`config.mk`:
```
export PLATFORM = sky130hd
export DESIGN_NAME = dac_sample_scheduler
export DESIGN_NICKNAME = d
export VERILOG_FILES = /design/src/rtl/dac_sample_scheduler.sv
export SDC_FILE = /design/constraint.sdc
export NUM_CORES = 1
export LEC_CHECK = 0
export BUFFER_PORTS_ARGS = -buffer_cell sky130_fd_sc_hd__buf_2
export CORE_ASPECT_RATIO = 1.5
export CORE_MARGIN = 10
export CORE_UTILIZATION = 60
export DETAILED_ROUTE_END_ITERATION = 6
export GPL_TIMING_DRIVEN = 0
export PLACE_DENSITY = 0.85
export SYNTH_ARGS = -nofsm -noshare
export SYNTH_HDL_FRONTEND = slang
export SYNTH_SLANG_ARGS = --single-unit
```
`constraint.sdc`:
```
create_clock -name clock_in -period 10.1 [get_ports clock_in]
set_clock_uncertainty 0.2 [all_clocks]
set_input_delay 1.515 -clock clock_in [delete_from_list [all_inputs] [get_ports clock_in]]
set_output_delay 1.515 -clock clock_in [all_outputs]
set_load 0.02 [all_outputs]
```
`src/rtl/dac_sample_scheduler.sv`:
```
// Paces a buffered 16-bit sample stream into dac_spi, one request per sample tick.
// Underruns replay the previous sample; sticky flags report underrun, late ticks and request timeouts.
module dac_sample_scheduler #(
  parameter int          CLKS_PER_SAMPLE = 128,
  parameter int          FIFO_DEPTH      = 8,
  parameter int          REQ_TIMEOUT     = 16,
  parameter logic [15:0] IDLE_CODE       = 16'h8000
) (
  input  logic                          clock_in,
  input  logic                          reset,
  input  logic                          enable,
  input  logic [15:0]                   in_data,
  input  logic                          in_valid,
  output logic                          in_ready,
  output logic [15:0]                   dac_data,
  output logic                          dac_rq,
  input  logic                          dac_st,
  output logic [$clog2(FIFO_DEPTH):0]   fifo_level,
  output logic                          underrun,
  output logic                          late,
  output logic                          timeout,
  input  logic                          clear_status
);

  localparam int AW = $clog2(FIFO_DEPTH);
  localparam int LW = AW + 1;
  localparam int CW = $clog2(CLKS_PER_SAMPLE);
  localparam int RW = $clog2(REQ_TIMEOUT) + 1;

  localparam logic [CW-1:0] TICK_LAST  = CW'(CLKS_PER_SAMPLE - 1);
  localparam logic [RW-1:0] REQ_LAST   = RW'(REQ_TIMEOUT - 1);
  localparam logic [LW-1:0] FULL_LEVEL = LW'(FIFO_DEPTH);

  typedef enum logic [1:0] {
    ST_IDLE = 2'b00,
    ST_REQ  = 2'b01,
    ST_BUSY = 2'b10
  } state_t;

  logic [CW-1:0] tick_cnt_r;
  logic          tick_s;

  logic [15:0]   mem_r [FIFO_DEPTH];
  logic [AW-1:0] wr_ptr_r;
  logic [AW-1:0] rd_ptr_r;
  logic [LW-1:0] level_r;
  logic [LW-1:0] level_next_s;
  logic          in_ready_r;
  logic          wr_en_s;
  logic          pop_s;
  logic [15:0]   head_s;

  state_t        state_r;
  state_t        state_next_s;
  logic          rq_r;
  logic          rq_next_s;
  logic [15:0]   data_r;
  logic [15:0]   data_next_s;
  logic [15:0]   last_r;
  logic [15:0]   last_next_s;
  logic [RW-1:0] req_cnt_r;
  logic [RW-1:0] req_cnt_next_s;
  logic          underrun_set_s;
  logic          late_set_s;
  logic          timeout_set_s;
  logic          underrun_r;
  logic          late_r;
  logic          timeout_r;

  // Tick strobe: last count of the sample period, only while enabled.
  always_comb begin
    tick_s = enable && (tick_cnt_r == TICK_LAST);
  end

  // Sample-period counter; held at zero while disabled.
  always_ff @(posedge clock_in or posedge reset) begin
    if (reset) begin
      tick_cnt_r <= {CW{1'b0}};
    end else if (!enable) begin
      tick_cnt_r <= {CW{1'b0}};
    end else if (tick_s) begin
      tick_cnt_r <= {CW{1'b0}};
    end else begin
      tick_cnt_r <= tick_cnt_r + CW'(1);
    end
  end

  // FIFO control: write accepted only when not full; reads come from the scheduler.
  always_comb begin
    wr_en_s = in_valid && in_ready_r;
    head_s  = mem_r[rd_ptr_r];
    case ({wr_en_s, pop_s})
      2'b10:   level_next_s = level_r + LW'(1);
      2'b01:   level_next_s = level_r - LW'(1);
      default: level_next_s = level_r;
    endcase
  end

  // FIFO storage; no reset needed because occupancy gates every read.
  always_ff @(posedge clock_in) begin
    if (wr_en_s) begin
      mem_r[wr_ptr_r] <= in_data;
    end
  end

  // FIFO pointers, occupancy and a registered ready that tracks next-cycle fullness.
  always_ff @(posedge clock_in or posedge reset) begin
    if (reset) begin
      wr_ptr_r   <= {AW{1'b0}};
      rd_ptr_r   <= {AW{1'b0}};
      level_r    <= {LW{1'b0}};
      in_ready_r <= 1'b1;
    end else begin
      if (wr_en_s) begin
        wr_ptr_r <= wr_ptr_r + AW'(1);
      end
      if (pop_s) begin
        rd_ptr_r <= rd_ptr_r + AW'(1);
      end
      level_r    <= level_next_s;
      in_ready_r <= (level_next_s != FULL_LEVEL);
    end
  end

  // Scheduler next-state and output decode.
  always_comb begin
    state_next_s   = state_r;
    rq_next_s      = rq_r;
    data_next_s    = data_r;
    last_next_s    = last_r;
    req_cnt_next_s = req_cnt_r;
    pop_s          = 1'b0;
    underrun_set_s = 1'b0;
    timeout_set_s  = 1'b0;
    late_set_s     = tick_s && (state_r != ST_IDLE);
    case (state_r)
      ST_IDLE: begin
        rq_next_s = 1'b0;
        if (tick_s) begin
          if (level_r != {LW{1'b0}}) begin
            pop_s       = 1'b1;
            data_next_s = head_s;
            last_next_s = head_s;
          end else begin
            data_next_s    = last_r;
            underrun_set_s = 1'b1;
          end
          rq_next_s      = 1'b1;
          req_cnt_next_s = {RW{1'b0}};
          state_next_s   = ST_REQ;
        end else begin
          state_next_s = ST_IDLE;
        end
      end
      ST_REQ: begin
        if (dac_st) begin
          rq_next_s    = 1'b0;
          state_next_s = ST_BUSY;
        end else if (req_cnt_r == REQ_LAST) begin
          rq_next_s     = 1'b0;
          timeout_set_s = 1'b1;
          state_next_s  = ST_IDLE;
        end else begin
          rq_next_s      = 1'b1;
          req_cnt_next_s = req_cnt_r + RW'(1);
          state_next_s   = ST_REQ;
        end
      end
      ST_BUSY: begin
        rq_next_s = 1'b0;
        if (!dac_st) begin
          state_next_s = ST_IDLE;
        end else begin
          state_next_s = ST_BUSY;
        end
      end
      default: begin
        rq_next_s    = 1'b0;
        state_next_s = ST_IDLE;
      end
    endcase
  end

  // Scheduler state and DAC-side output registers.
  always_ff @(posedge clock_in or posedge reset) begin
    if (reset) begin
      state_r   <= ST_IDLE;
      rq_r      <= 1'b0;
      data_r    <= IDLE_CODE;
      last_r    <= IDLE_CODE;
      req_cnt_r <= {RW{1'b0}};
    end else begin
      state_r   <= state_next_s;
      rq_r      <= rq_next_s;
      data_r    <= data_next_s;
      last_r    <= last_next_s;
      req_cnt_r <= req_cnt_next_s;
    end
  end

  // Sticky status; a set in the same cycle as clear_status wins.
  always_ff @(posedge clock_in or posedge reset) begin
    if (reset) begin
      underrun_r <= 1'b0;
      late_r     <= 1'b0;
      timeout_r  <= 1'b0;
    end else begin
      underrun_r <= underrun_set_s | (underrun_r & ~clear_status);
      late_r     <= late_set_s     | (late_r     & ~clear_status);
      timeout_r  <= timeout_set_s  | (timeout_r  & ~clear_status);
    end
  end

  assign in_ready   = in_ready_r;
  assign fifo_level = level_r;
  assign dac_data   = data_r;
  assign dac_rq     = rq_r;
  assign underrun   = underrun_r;
  assign late       = late_r;
  assign timeout    = timeout_r;

endmodule

```
# Word-level counts from Yosys, hierarchy flattened
# Memory sizes are Yosys's and may differ from the RTL's. A register that Yosys moved wholly into a read port is not among the register bits.
# Index checks and enable logic that the tools add are counted.
[totals]
wordCells = 71
out_inout_bits = 25
mem_count = 1
ff_bits = 29
inputBits = 22
ramBits = 128
[mem_list]
columns = ["name", "depth", "width", "read_ports", "rd_clocked_by_memory_dff", "wr", "line_no", "text"]
rows = [
  ["mem_r", 8, 16, 1, 1, 1, "43", "logic [15:0] mem_r [FIFO_DEPTH];"],
]
[classes]
muxes = 27
n_reduce_logical = 9
bitwise = 7
n_eq_ne = 10
add_sub_neg = 6
[ops]
columns = ["cell", "n"]
rows = [
  ["1-bit two-way mux", 16],
  ["5-bit two-way mux", 3],
  ["7-bit two-way mux", 2],
  ["5-bit one-hot mux with 2 select lines", 1],
  ["4-bit one-hot mux with 2 select lines", 1],
  ["7-bit by 1-bit adder with 7-bit output, second input constant", 1],
  ["7-bit equality test, second input constant", 1],
  ["3-bit by 1-bit adder with 3-bit output, second input constant", 2],
  ["2-bit inequality test, second input constant", 3],
  ["2-bit one-hot mux with 3 select lines", 1],
  ["5-bit by 1-bit adder with 5-bit output, second input constant", 1],
  ["5-bit by 4-bit equality test with 1-bit output, second input constant", 1],
  ["4-bit by 1-bit adder with 4-bit output, second input constant", 1],
  ["2-bit by 1-bit equality test with 1-bit output, second input constant", 2],
  ["2-bit equality test, second input constant", 2],
  ["2-bit two-way mux", 2],
  ["4-bit inequality test, second input constant", 1],
  ["4-bit AND reduction", 1],
  ["2-bit nonzero test", 2],
  ["4-bit nonzero test", 1],
  ["4-bit by 1-bit subtractor with 4-bit output, second input constant", 1],
  ["1-bit bitwise AND", 3],
  ["1-bit logical AND", 3],
  ["1-bit bitwise OR", 3],
  ["other kinds (4)", 4],
]

# Longest topological paths before layout
# Gate-level depths: netlist (run 1).
[logic_depth]
word_depth = 7
ltp_mapped = 14
depth_no_buf = 12

# Worst setup path after synthesis (run 1)
# OpenSTA, ideal clock, no wires.
[synth_path]
kind = "input to register"
start = "input port enable"
end = "register in_ready_r (netlist: in_ready)"
arrival_time_ps = 3802
n_path_buf = 4
path_stages = 11
t_required_ps = 9825
setup_time_ps = 75
path_slack_ps = 6024
cell_sequence = "and4_1 buf_2 and3_2 buf_4 buf_2 ha_1 clkbuf_1 or4_2 o211ai_1 a31o_1 mux2i_1"
[synth_via]
elab_chain_cells = 6
word_cells_on_any_way = 7
cone_classes = "eq/ne (3); mux (3); reduce/logical (1)"
[synth_lines]
columns = ["element", "line_no", "text"]
rows = [
  ["start: declaration", "11", "input logic enable,"],
  ["1-bit logical AND (*)", "72", "tick_s = enable && (tick_cnt_r == TICK_LAST);"],
  ["1-bit two-way mux (*)", "139", "if (tick_s) begin"],
  ["1-bit two-way mux (*)", "136", "case (state_r)"],
  ["2-bit by 1-bit equality test with 1-bit output or 2-bit equality test (tied branches)", "92", "case ({wr_en_s, pop_s})"],
  ["4-bit one-hot mux with 2 select lines (*)", "92", ""],
  ["4-bit inequality test (*)", "121", "in_ready_r <= (level_next_s != FULL_LEVEL);"],
  ["end signal: assignment", "121", ""],
  ["end: declaration", "48", "logic in_ready_r;"],
]
# Mark *: on every way between the ends. The rest lies on a longest branch, timed or not.
# A chain may end at the register's enable or synchronous reset.

# Worst setup path in the final report (run 1)
# Ends and elaborated chain as after synthesis.

==> results of run 1 <==
## worst max-delay path by stage
stage                                   to  slack [ns]  cells after the start
floorplan               in_ready$_DFF_PP1_        6.02                     11
global placement    mem_r[0][12]$_DFFE_PP_        4.71                      3
detailed placement      in_ready$_DFF_PP1_        5.49                     12
CTS                     in_ready$_DFF_PP1_        5.89                     12
global route            in_ready$_DFF_PP1_        5.75                     12
finish                  in_ready$_DFF_PP1_        5.86                     12
## worst max-delay path, cell delays in order
cell	delay (ns)
sky130_fd_sc_hd__buf_2	0.14
sky130_fd_sc_hd__and4_1	0.20
sky130_fd_sc_hd__buf_2	0.18
sky130_fd_sc_hd__and3_2	0.19
sky130_fd_sc_hd__buf_4	0.17
sky130_fd_sc_hd__buf_2	0.31
sky130_fd_sc_hd__ha_1	0.29
sky130_fd_sc_hd__clkbuf_1	0.18
sky130_fd_sc_hd__or4_2	0.56
sky130_fd_sc_hd__o211ai_1	0.22
sky130_fd_sc_hd__a31o_1	0.21
sky130_fd_sc_hd__mux2i_1	0.22
## power by group
part	switching (mW)	internal [mW]
sequential	0.0514	0.867
combinational	0.142	0.0929
clock	0.276	0.393
## sequential cells by signal, summed over array words and instances (netlist names)
signal	count
timeout	1
tick_cnt_r	7
mem_r	128
late	1
fifo_level	4
in_ready	1
last_r	16
wr_ptr_r	3
state_r	2
dac_rq	1
underrun	1
rd_ptr_r	3
req_cnt_r	5
## logic make-up after synthesis
logic type	synth area share, %
and+or+nand+nor	6.54
xor gates and xnor gates	1.67
adders and majority gates	1.28
AOI/OAI and AO/OA	2.58
muxes	13.5
buffers and inverters	1.56
DFF	72.8
## per-layer routing
layer | up-vias | global-route usage (%)
met5 | - | 0
met4 | 0 | 11.6
met3 | 43 | 4.62
met2 | 166 | 32.2
met1 | 1953 | 21.5
li1 | 1640 | -
## synth_stat cells, drive strengths merged, types with 3 or more instances
cell    instances
ha              7
inv             6
nand2b          4
a21oi          19
o21ai           4
xor2            4
clkbuf          8
buf             9
dfrtp          43
and3            5
nor3            5
nor2           29
nand3          11
xnor2           9
mux2i          17
nand2          15
mux4           32
and2            3
edfxtp        128
mux2            3
## layout make-up
class / instances / area, um^2 / area share (%)
repair buffers: 59 / 389 / 4.84
plain buffers: 17 / 83.8 / 1.04
well taps: 147 / 184 / 2.29
flip-flops and latches: 173 / 4970 / 61.8
inverters: 6 / 22.5 / 0.280
clock inverters: 15 / 184 / 2.29
multi-input cells: 188 / 1780 / 22.2
clock buffers: 17 / 425 / 5.29
==> results summary, run 1 <==
The run finished with clean final reports. The root buffer selected by CTS is sky130_fd_sc_hd__clkbuf_16. The number of routed nets with antenna violations is 0. The type of the setup path with the least slack is input port to register. The end of the worst register-to-register path is in_ready$_DFF_PP1_. The total core area came out at 11100 um^2. Based on the critical path, the design can be clocked at up to 236 MHz.

The sum of negative setup slack came out at 0 ns. Signal routing reaches up to met4. The total chip power came out at 1.82 mW. The quantity of I/O buffers inserted on ports is 46.

The finished cells cover 8040 um^2. The quantity of gates resized following cts is 0. The number of enable-type register cells in the synthesized netlist came out at 128. The number of warning messages in the yosys log came out at 0. The via-per-instance ratio is 6.11.

Post-CTS timing repair inserted 0 buffers for setup. The detailed-placement wirelength estimate is 9.58 mm. The number of nets handed over by synthesis was 413.

Max-cap violations in this run came to 0. Counting tap cells, the placed design contains a total of 590 instances. The portion of synthesized cell area occupied by the leading cell type is 56.3%.

The initial antenna violation count came to 0. The final worst-path setup slack came out at 5.86 ns. The width of the die came out at 107 um. The worst-case IR drop observed on VDD is 0.149 mV. The actual transition at the worst max-transition pin came out at 0.922 ns. By area the synthesized netlist is led by sky130_fd_sc_hd__edfxtp_1, sky130_fd_sc_hd__dfrtp_1, sky130_fd_sc_hd__mux4_2. The wire length on met1 came out at 5.29 mm. The async set-reset flop share out of synthesis came out at 26.0%. The count of mapped cells out of synthesis came out at 384. The synthesized design contains 173 register bits. Summed over all nets, wire length on met2 after detailed routing comes to 7.66 mm. The critical path required time came out at 10.25 ns.

The area of the die is 16100 um^2. The area growth from synthesis to layout is 17.8%. The final number of max-transition violations came to 0. The average wire per standard cell came out at 23.1 um. The total routing usage reported by global routing came out at 19.1%. Counting every sink on the clock net gives 173.

The number of cell rows came out at 47. The share of the Yosys chip area taken by registers is 72.8%. The netlist area before placement is 6830 um^2. The final setup violation count is 0.

The routed length on met3 is 907 um. The worst hold path begins at tick_cnt_r[0]$_DFF_PP0_. The data arrival time at the worst-slack endpoint is 4.40 ns. The filler cell count came out at 638. The number of standard cells in the layout, taps in and fillers out came out at 622. The worst setup path is launched from an input port. The count of endpoints failing hold in the final timing report came out at 0. The H-tree generated during clock tree synthesis spans 4 levels.

The critical path starts at enable. The length of the first detailed-routing pass in iterations came out at 4. The final global-route overflow total came out at 0. The number of global-route vias before repair came out at 4098. Hold repair after CTS inserted 0 buffers.

At the end of the flow, the number of nets in the layout was 491. The top cell types in the final layout, fill and taps aside, are sky130_fd_sc_hd__edfxtp_1, sky130_fd_sc_hd__buf_2, sky130_fd_sc_hd__dfrtp_1. Setup repair after global routing left no endpoint under its margin. The register-to-register path setup slack is 6.24 ns. The largest fanout on the critical path came out at 10. The later pin in the worst-skew pair is clocked with a latency of 0.42 ns.

The worst hold path depth is 1. The y dimension of the die is 151 um. Summed over all cells, the static leakage comes to 2.97 nW.

The number of I/O pins is 47. The worst setup path is captured at a register. The power density normalized to cell area is 226 nW/um^2.

TritonCTS built the clock tree. sky130_fd_sc_hd__edfxtp_1 takes more of the synthesized area than any other cell. The worst register-to-register path begins at tick_cnt_r[0]$_DFF_PP0_.

The global placement routability congestion is 0.754. Hold timing on the final database bottoms out at a slack of 0.275 ns. The normalized max-slew margin came out at 38.2%. The proportion of layout cells with a drive suffix above 1 came out at 32.8%. The pin count of the biggest net entering global routing came out at 32. Clock tree synthesis inserted a total of 17 buffers. The aggregate routed wire length came out at 14.4 mm.

The global-route wire length before repair is 22.8 mm. The primary flip-flop cell chosen by synthesis mapping is sky130_fd_sc_hd__edfxtp_1. The path class of the tightest hold or removal check is register to register. The initial utilization of the core area, before any placement, comes to 61.4%. The DRC violation count after routing is 0. The clock transition at the register clock pins on the worst setup and hold paths after CTS is 0.07 ns. Once placement finished, the instance area stood at 7430 um^2. The maximum clock insertion buffer count came out at 2. Averaged over all synthesized cells, the footprint is 17.8 um^2.

The detailed router's first-iteration violation count came out at 217. The most frequent standard cell in the layout excluding fill and tap cells is sky130_fd_sc_hd__edfxtp_1. The final period demand of the worst path came out at 4.24 ns. The routed via count is 3802. The path with the worst hold slack has its endpoint at tick_cnt_r[0]$_DFF_PP0_. The pre-CTS worst setup slack came out at 5.49 ns. The final antenna diode count is 0. Cells fill 72.4% of the core in the end.

For the worst flop-to-flop path, the logic depth is 13. The number of distinct library cells after synthesis is 45. The post-route fraction of the period consumed by the critical path came out at 42.0%.
No activity file was read; power rests on OpenSTA's default activity.
==> run 2: changes to the inputs <==
==> constraint.sdc (replaced) <==
create_clock -name clock_in -period 4 [get_ports clock_in]
set_clock_uncertainty 0.2 [all_clocks]
set_input_delay 0.6 -clock clock_in [delete_from_list [all_inputs] [get_ports clock_in]]
set_output_delay 0.6 -clock clock_in [all_outputs]
set_load 0.02 [all_outputs]
==> run 2 against run 1 <==
Routed wire length shrank 0.44%. Critical path depth did not move. Clock power grew to 2.5 times the previous value. Combinational power rose to 2.5 times the previous value. Critical path type is now register to register. Total power increased to 2.5 times the previous value. Via count down 0.58%. Die area did not move. Sequential share of layout area barely moved. Global-route usage barely moved. Sequential cell count unchanged. Utilization hardly changed. Largest power group unchanged. Cell area barely moved.
==> results summary, run 2 (same netlist as run 1, synthesis figures left out) <==
The post-route standard cell area excluding fillers came to 8050 um^2 (was 8040 um^2). The length of the first detailed-routing pass in iterations is 5 (was 4). The number of routed nets with antenna violations is 0 (unchanged). The number of I/O pins is 47 (unchanged). The layout overhead on the synthesized area is 17.9% (was 17.8%). The worst-skew pair later-pin latency is 0.42 ns (about the same).

The detailed router's first-iteration violation count is 190 (was 217). The initial cell density of the core came out at 61.4% (unchanged). The global placement routability congestion came out at 0.754 (unchanged). The final period demand of the worst path is 3.62 ns. Run status: complete, no violations (unchanged). The endpoint with the worst hold slack is late$_DFF_PP0_ (was tick_cnt_r[0]$_DFF_PP0_). The area of the die came out at 16100 um^2 (unchanged).

The root buffer selected by CTS is sky130_fd_sc_hd__clkbuf_16 (unchanged). The clock buffer count from CTS is 17 (unchanged). The maximum clock insertion buffer count was 2 (unchanged). The final number of max-transition violations is 0 (unchanged).

The quantity of I/O buffers inserted on ports came out at 46 (unchanged). The aggregate routed wire length came out at 14.3 mm (was 14.4 mm). The maximum cell stage delay along the critical path is 0.56 ns (about the same). The category of the worst setup path capture point is a register (unchanged). The number of max-cap violations is 0 (unchanged). The register with the most flip-flops was mem_r (unchanged).

The count of endpoints failing hold in the final timing report is 0 (unchanged). The routed via count is 3780 (was 3802). The path depth of the worst reg2reg path is 12 (was 13).

The normalized max-slew margin came out at 38.8% (was 38.2%). The total chip power came out at 4.60 mW (was 1.82 mW). The leakage power came out at 2.97 nW (about the same). The type of the setup path with the least slack is register to register (was input port to register). The area of placed instances is 7430 um^2 (unchanged). The class of the worst hold path is input port to register (was register to register). The maximum VDD drop came to 0.377 mV (was 0.149 mV). The register-to-register path setup slack came out at 0.38 ns (was 6.24 ns). Leading cell types in the layout, fill and taps excluded: sky130_fd_sc_hd__edfxtp_1, sky130_fd_sc_hd__buf_2, sky130_fd_sc_hd__dfrtp_1 (unchanged). The post-route fraction of the period consumed by the critical path came out at 90.4%.

The most frequent standard cell in the layout excluding fill and tap cells is sky130_fd_sc_hd__edfxtp_1 (unchanged). The launch point of the worst reg-to-reg path is tick_cnt_r[0]$_DFF_PP0_ (unchanged). The number of cell rows is 47 (unchanged).

The worst hold path depth is 2 (was 1). The number of flip-flops in the largest register came out at 128 (unchanged). The power density normalized to cell area came out at 571 nW/um^2 (was 226 nW/um^2). The final core utilization came to 72.4% (about the same). The clock transition at the register clock pins on the worst setup and hold paths after CTS is 0.07 ns (about the same).

The slowest cell on the critical path was sky130_fd_sc_hd__or4_2 (unchanged). The final global-route overflow total came to 0 (unchanged). The proportion of layout cells with a drive suffix above 1 came out at 32.6% (was 32.8%). The detailed-placement wirelength estimate is 9.58 mm (unchanged). The global-route wire length before repair came out at 22.8 mm (about the same). The total core area is 11100 um^2 (unchanged). The number of global-route vias before repair is 4103 (was 4098). The beginning of the worst hold path is clear_status (was tick_cnt_r[0]$_DFF_PP0_). The actual transition at the worst max-transition pin was 0.913 ns (was 0.922 ns). The clock tree from TritonCTS is done (unchanged).

The via-per-instance ratio is 6.08 (was 6.11). The quantity of gates resized following cts is 0 (unchanged). Biggest regs: mem_r (128), last_r (16), tick_cnt_r (7) (unchanged). The DRC violation count after routing came out at 0 (unchanged). The largest fanout on the critical path came to 18 (was 10). The data arrival time at the worst-slack endpoint is 3.77 ns (was 4.40 ns). The number of buffer and inverter stages on the critical path is 3 (was 5). The largest delay contributor family on the critical path was simple AND/OR/NAND/NOR gates (was buffers and inverters). The initial antenna violation count is 0 (unchanged). The category of the worst setup path launch point is a register (was input port). The filler cell count came out at 638 (unchanged). For this run, the top clock speed supported by timing is 277 MHz. The final antenna diode count is 0 (unchanged). The average wire per standard cell came out at 23.0 um (was 23.1 um). The deepest level of the CTS H-tree is 4 (unchanged).

The number of sinks handled by clock tree synthesis came to 173 (unchanged). Cell Chain, Critical Path: ha_1 -> and4_4 -> and4_1 -> buf_2 -> and3_2 -> buf_4 -> ha_1 -> clkbuf_1 -> or4_2 -> o211ai_1 -> a31o_1 -> mux2i_1 (was buf_2 -> and4_1 -> buf_2 -> and3_2 -> buf_4 -> buf_2 -> ha_1 -> clkbuf_1 -> or4_2 -> o211ai_1 -> a31o_1 -> mux2i_1). The pin count of the biggest net entering global routing is 32 (unchanged).

The cell type with the highest occurrence count on the critical path is sky130_fd_sc_hd__ha_1 (was sky130_fd_sc_hd__buf_2). The total routing usage reported by global routing is 19.2% (was 19.1%). The end of the worst register-to-register path was in_ready$_DFF_PP1_ (unchanged). The setup fix buffers added after clock tree synthesis came out at 0 (unchanged). The post-layout net count came out at 491 (unchanged). The final setup violation count is 0 (unchanged). Unrepaired setup endpoints after global routing: no (unchanged). The sum of negative setup slack is 0 ns (unchanged). The y dimension of the die was 151 um (unchanged).

The width of the die came to 107 um (unchanged). The critical path required time is 4.15 ns (was 10.25 ns).
[run 2: changes by cell type in the layout (fill, tap and decap cells not counted)]
| cell | previous run | this run |
|---|---|---|
| sky130_fd_sc_hd__buf_2 | 52 | 51 |
| sky130_fd_sc_hd__dlygate4sd3_1 | 0 | 1 |
[run 2: metrics by stage]
stage,instances,hold slack [ns],worst slack [ns]
after detailed placement,590,0.270,0.218
final,622,0.200,0.385
after CTS,623,0.188,0.163
after floorplan,384,0.231,0.627
after global placement,577,0.244,-0.472
after global routing,622,0.208,0.205
[run 2: cell type report]
type	count	area [um^2]	area share (%)
inverter	6	22.5	0.280
clock inverter	15	184	2.29
tap	147	184	2.29
sequential	173	4970	61.8
clock buffer	17	425	5.29
timing repair buffer	60	399	4.96
buffer	16	78.8	0.979
multi-input combinational	188	1780	22.2
[run 2: worst max-delay path by stage]
stage / startpoint / to / slack [ns] / cells after the start
floorplan: tick_cnt_r[0]$_DFF_PP0_ / in_ready$_DFF_PP1_ / 0.63 / 13
global placement: in_valid / mem_r[0][12]$_DFFE_PP_ / -0.47 / 3
detailed placement: tick_cnt_r[0]$_DFF_PP0_ / in_ready$_DFF_PP1_ / 0.22 / 13
CTS: tick_cnt_r[0]$_DFF_PP0_ / in_ready$_DFF_PP1_ / 0.16 / 13
global route: tick_cnt_r[0]$_DFF_PP0_ / in_ready$_DFF_PP1_ / 0.20 / 12
finish: tick_cnt_r[0]$_DFF_PP0_ / in_ready$_DFF_PP1_ / 0.38 / 12
[run 2: repair_timing]
item / CTS / global route
hold buffers: 1 / 0
endpoints found under the setup margin: 0 / 1
hold endpoints to repair: 14 / 0
[run 2: metal layers]
| layer | GRT usage (%) | routed length, um | share of wire (%) | up-vias |
|---|---|---|---|---|
| met5 | 0 | 0 | 0 | - |
| met4 | 11.6 | 544 | 3.8 | 0 |
| met3 | 4.58 | 962 | 6.7 | 45 |
| met2 | 32.3 | 7590 | 53 | 173 |
| met1 | 21.6 | 5230 | 37 | 1925 |
| li1 | - | - | - | 1637 |
[run 2: power by group]
group | total (mW) | switching [mW] | internal (mW)
sequential | 2.32 | 0.128 | 2.19
clock | 1.69 | 0.695 | 0.991
combinational | 0.592 | 0.356 | 0.235
total | 4.60 | 1.18 | 3.42
==> run 3: changes to the inputs <==
--- a/config.mk
+++ b/config.mk
@@ -5,6 +5,7 @@
 export SDC_FILE = /design/constraint.sdc
 export NUM_CORES = 1
 export LEC_CHECK = 0
+export ABC_AREA = 1
 export BUFFER_PORTS_ARGS = -buffer_cell sky130_fd_sc_hd__buf_2
 export CORE_ASPECT_RATIO = 1.5
 export CORE_MARGIN = 10
==> run 3 against run 2 <==
Worst setup slack improved by 0.69 ns. Die area increased by 2.4%. Maximum frequency increased by 24%. First-iteration DRC count increased to 2.8 times the previous value. Register-to-register slack improved by 0.69 ns. Sequential power decreased by 2%. Non-clock buffer count increased by 3. Clock power about the same. Sequential cell count unchanged.
==> results summary, run 3 <==
The switching component of the power came out at 1.17 mW (was 1.18 mW). The via-per-instance ratio came to 6.04 (was 6.08). The setup fix buffers added after clock tree synthesis came out at 0 (unchanged).

The post-route standard cell area excluding fillers is 8170 um^2 (was 8050 um^2). The actual transition at the worst max-transition pin is 1.07 ns (was 0.913 ns). The final setup violation count came out at 0 (unchanged). The async set-reset flop share out of synthesis is 26.0% (unchanged). The deepest level of the CTS H-tree is 4 (unchanged). The part of the power in combinational logic came out at 12.7% (was 12.9%).

The final core utilization is 71.2% (was 72.4%). The sum of negative setup slack came out at 0 ns (unchanged). Biggest regs: mem_r (128), last_r (16), tick_cnt_r (7) (unchanged).

The most area-hungry cell type in the Yosys netlist is sky130_fd_sc_hd__edfxtp_1 (unchanged). The proportion of layout cells with a drive suffix above 1 is 18.7% (was 32.6%). The average wire per standard cell came out at 20.9 um (was 23.0 um). The upper clock frequency limit came to 342 MHz (was 277 MHz). The final period demand of the worst path is 2.92 ns (was 3.62 ns). The pin count of the biggest net entering global routing came out at 30 (was 32). The number of warning messages in the yosys log was 0 (unchanged). The area of placed instances is 7520 um^2 (was 7430 um^2). The mean cell area of the mapped netlist was 12.2 um^2 (was 17.8 um^2).

The number of I/O pins came to 47 (unchanged). The data arrival time at the worst-slack endpoint is 3.07 ns (was 3.77 ns). The sequential share of the synthesized area is 70.8% (was 72.8%).

The total chip power is 4.56 mW (was 4.60 mW). The count of endpoints failing hold in the final timing report is 0 (unchanged). The normalized max-slew margin came out at 28.9% (was 38.8%). The number of enable-type register cells in the synthesized netlist is 128 (unchanged). The maximum clock insertion buffer count came out at 2 (unchanged). The number of flip-flops in the largest register is 128 (unchanged). The post-layout net count came out at 675 (was 491). The final global-route overflow total came out at 0 (unchanged). The initial cell density of the core is 61.2% (was 61.4%).

The category of the worst setup path launch point is a register (unchanged). The largest fanout on the critical path came out at 10 (was 18). Top cells by area in the synthesized netlist: sky130_fd_sc_hd__edfxtp_1, sky130_fd_sc_hd__dfrtp_1, sky130_fd_sc_hd__nor2_1 (was sky130_fd_sc_hd__edfxtp_1, sky130_fd_sc_hd__dfrtp_1, sky130_fd_sc_hd__mux4_2). The number of cell rows is 48 (was 47). Leading cell types in the layout, fill and taps excluded: sky130_fd_sc_hd__edfxtp_1, sky130_fd_sc_hd__nor2_1, sky130_fd_sc_hd__nand2_1 (was sky130_fd_sc_hd__edfxtp_1, sky130_fd_sc_hd__buf_2, sky130_fd_sc_hd__dfrtp_1).

The final number of max-transition violations came out at 0 (unchanged). Commonest cells post-synth: sky130_fd_sc_hd__edfxtp_1, sky130_fd_sc_hd__nor2_1, sky130_fd_sc_hd__nand2_1, sky130_fd_sc_hd__dfrtp_1, sky130_fd_sc_hd__o21ai_0 (was sky130_fd_sc_hd__edfxtp_1, sky130_fd_sc_hd__dfrtp_1, sky130_fd_sc_hd__mux4_2, sky130_fd_sc_hd__nor2_1, sky130_fd_sc_hd__a21oi_1). The routed via count is 4889 (was 3780). The register with the most flip-flops is mem_r (unchanged). The primary flip-flop cell chosen by synthesis mapping is sky130_fd_sc_hd__edfxtp_1 (unchanged). The maximum VDD drop is 0.448 mV (was 0.377 mV). The layout overhead on the synthesized area is 16.3% (was 17.9%).

The leakage power came out at 3.19 nW (was 2.97 nW). The detailed-placement wirelength estimate is 11.2 mm (was 9.58 mm). The total routing usage reported by global routing came to 20.9% (was 19.2%). The switching fraction of total power is 25.7% (about the same).

The area of the die came out at 16500 um^2 (was 16100 um^2). The net count of the mapped netlist came out at 604 (was 413). The width of the die came out at 108 um (was 107 um). The slowest cell on the critical path is sky130_fd_sc_hd__ha_1 (was sky130_fd_sc_hd__or4_2). The final antenna diode count is 0 (unchanged). The root buffer selected by CTS is sky130_fd_sc_hd__clkbuf_16 (unchanged).

The internal cell power is 3.38 mW (was 3.42 mW). The aggregate routed wire length is 16.9 mm (was 14.3 mm). The DRC violation count after routing is 0 (unchanged). The filler cell count came out at 712 (was 638). The clock transition at the register clock pins on the worst setup and hold paths after CTS came out at 0.06 ns (was 0.07 ns). The number of global-route vias before repair came out at 5156 (was 4103). Unrepaired setup endpoints after global routing: no (unchanged). The worst-skew pair later-pin latency came out at 0.42 ns (about the same).

The hold buffer count at cts came out at 1 (unchanged). The post-route fraction of the period consumed by the critical path is 73.0% (was 90.4%). The portion of synthesized cell area occupied by the leading cell type came out at 54.7% (was 56.3%).

The critical path required time came to 4.15 ns (about the same). The number of max-cap violations is 0 (unchanged). The y dimension of the die came out at 152 um (was 151 um). The global placement routability congestion is 0.863 (was 0.754).

The clock buffer count from CTS is 17 (unchanged). The most frequently used cell type in the post-synthesis netlist is sky130_fd_sc_hd__edfxtp_1 (unchanged). The number of distinct library cells after synthesis came out at 33 (was 45). The category of the worst setup path capture point was a register (unchanged). The initial antenna violation count was 0 (unchanged). Run status: complete, no violations (unchanged). The number of routed nets with antenna violations came out at 0 (unchanged). The length of the first detailed-routing pass in iterations came out at 5 (unchanged).

The number of register bits inferred by synthesis came out at 173 (unchanged). The quantity of I/O buffers inserted on ports is 46 (unchanged). The quantity of gates resized following cts came out at 0 (unchanged). The total core area came out at 11500 um^2 (was 11100 um^2). The part of the total power dissipated in sequential elements came out at 49.8% (was 50.4%). The global-route wire length before repair came out at 26.2 mm (was 22.8 mm). The worst hold slack across all endpoints came to 0.195 ns (was 0.200 ns). The netlist area before placement came out at 7020 um^2 (was 6830 um^2). The maximum cell stage delay along the critical path is 0.38 ns (was 0.56 ns). The power density normalized to cell area came to 558 nW/um^2 (was 571 nW/um^2). The type of the setup path with the least slack is register to register (unchanged). The most frequent standard cell in the layout excluding fill and tap cells is sky130_fd_sc_hd__edfxtp_1 (unchanged). The class of the worst hold path is input port to register (unchanged). The number of sinks handled by clock tree synthesis is 173 (unchanged). The detailed router's first-iteration violation count came to 530 (was 190). The count of mapped cells out of synthesis is 575 (was 384). The clock share of power is 37.5% (was 36.7%). The clock tree from TritonCTS is done (unchanged). Cell Chain, Critical Path: ha_1 -> nand2_2 -> nor2_4 -> nand4_4 -> nor2_4 -> buf_6 -> buf_2 -> ha_1 -> o21ai_0 -> inv_1 -> or2_2 -> nor2_1 -> nand3_1 (was ha_1 -> and4_4 -> and4_1 -> buf_2 -> and3_2 -> buf_4 -> ha_1 -> clkbuf_1 -> or4_2 -> o211ai_1 -> a31o_1 -> mux2i_1).
run 3: cell count changes after synthesis, moves of 8 or more:
cell                      change
sky130_fd_sc_hd__nor2_1      +89
sky130_fd_sc_hd__xnor2_1      -8
sky130_fd_sc_hd__a21oi_1     -11
sky130_fd_sc_hd__mux4_2      -32
sky130_fd_sc_hd__nand3_1     +16
sky130_fd_sc_hd__nand2_1     +48
sky130_fd_sc_hd__o21ai_0     +37
sky130_fd_sc_hd__inv_1       +23
sky130_fd_sc_hd__mux2i_1     -17
sky130_fd_sc_hd__o21a_1      +16
sky130_fd_sc_hd__o32ai_1     +33
run 3: cell families (layout without fill, tap and decap cells):
family | Yosys count | count (layout) | share of synthesized area (%)
adder cells (fa/ha/maj) | 7 | 7 | 1.25
flip-flops | 173 | 173 | 70.8
AO/OA/AOI/OAI | 102 | 102 | 9.62
AND/OR/NAND/NOR | 225 | 225 | 13.7
multiplexers | 1 | 1 | 0.160
XOR/XNOR | 7 | 7 | 0.873
buffers and inverters | 60 | 144 | 3.53
run 3: area by class of cell:
type                    instances  area (um^2)  share of cell area (%)
flip-flops and latches        173         4970                    60.9
multi-input cells             342         1820                    22.3
clock buffers                  22          507                    6.20
repair buffers                 52          309                    3.78
well taps                     150          188                    2.30
clock inverters                10          124                    1.52
plain buffers                  27          124                    1.52
inverters                      33          124                    1.52
run 3: power by group through the flow:
stage | sequential (mW) | combinational, mW | clock [mW]
after floorplan | 2.31 | 0.320 | 0
after global placement | 2.30 | 0.481 | 0
after detailed placement | 2.30 | 0.556 | 0
after CTS | 2.27 | 0.567 | 1.71
after global routing | 2.28 | 0.620 | 1.80
final | 2.27 | 0.578 | 1.71
run 3: per-stage QoR:
step / instances / setup slack, ns
after floorplan: 575 / 1.48
after detailed placement: 776 / 0.952
after global placement: 771 / 0.907
after CTS: 809 / 1.08
after global routing: 809 / 0.896
final: 809 / 1.08
run 3: metal layers:
layer  part of all wire [%]  up-vias  GRT usage [%]  wire (um)
li1                       -     2179              -          -
met1                     33     2348           20.9       5580
met2                     56      304           37.2       9390
met3                    7.7       58           4.87       1310
met4                    3.7        0           13.0        622
met5                      0        -              0          0
run 3: critical path, delay by kind of cell, from the launching register on:
| family | cells | cell delay, ns |
|---|---|---|
| AND/OR/NAND/NOR | 7 | 0.92 |
| adder cells (fa/ha/maj) | 2 | 0.60 |
| buffers and inverters | 3 | 0.55 |
| flip-flops | 1 | 0.37 |
| AO/OA/AOI/OAI | 1 | 0.19 |
run 3: path summary, 6_finish.rpt:
kind	start	to	slack (ns)	cells after the start
worst min-delay path	clear_status	underrun$_DFF_PP0_	0.20	2
worst max-delay path	tick_cnt_r[0]$_DFF_PP0_	in_ready$_DFF_PP1_	1.08	13
max in group asynchronous	reset	last_r[6]$_DFFE_PP0P_	2.60	4
min in group asynchronous	reset	fifo_level[3]$_DFF_PP0_	0.50	3
worst min register to register	tick_cnt_r[0]$_DFF_PP0_	tick_cnt_r[0]$_DFF_PP0_	0.27	1
worst max register to register	tick_cnt_r[0]$_DFF_PP0_	in_ready$_DFF_PP1_	1.08	13
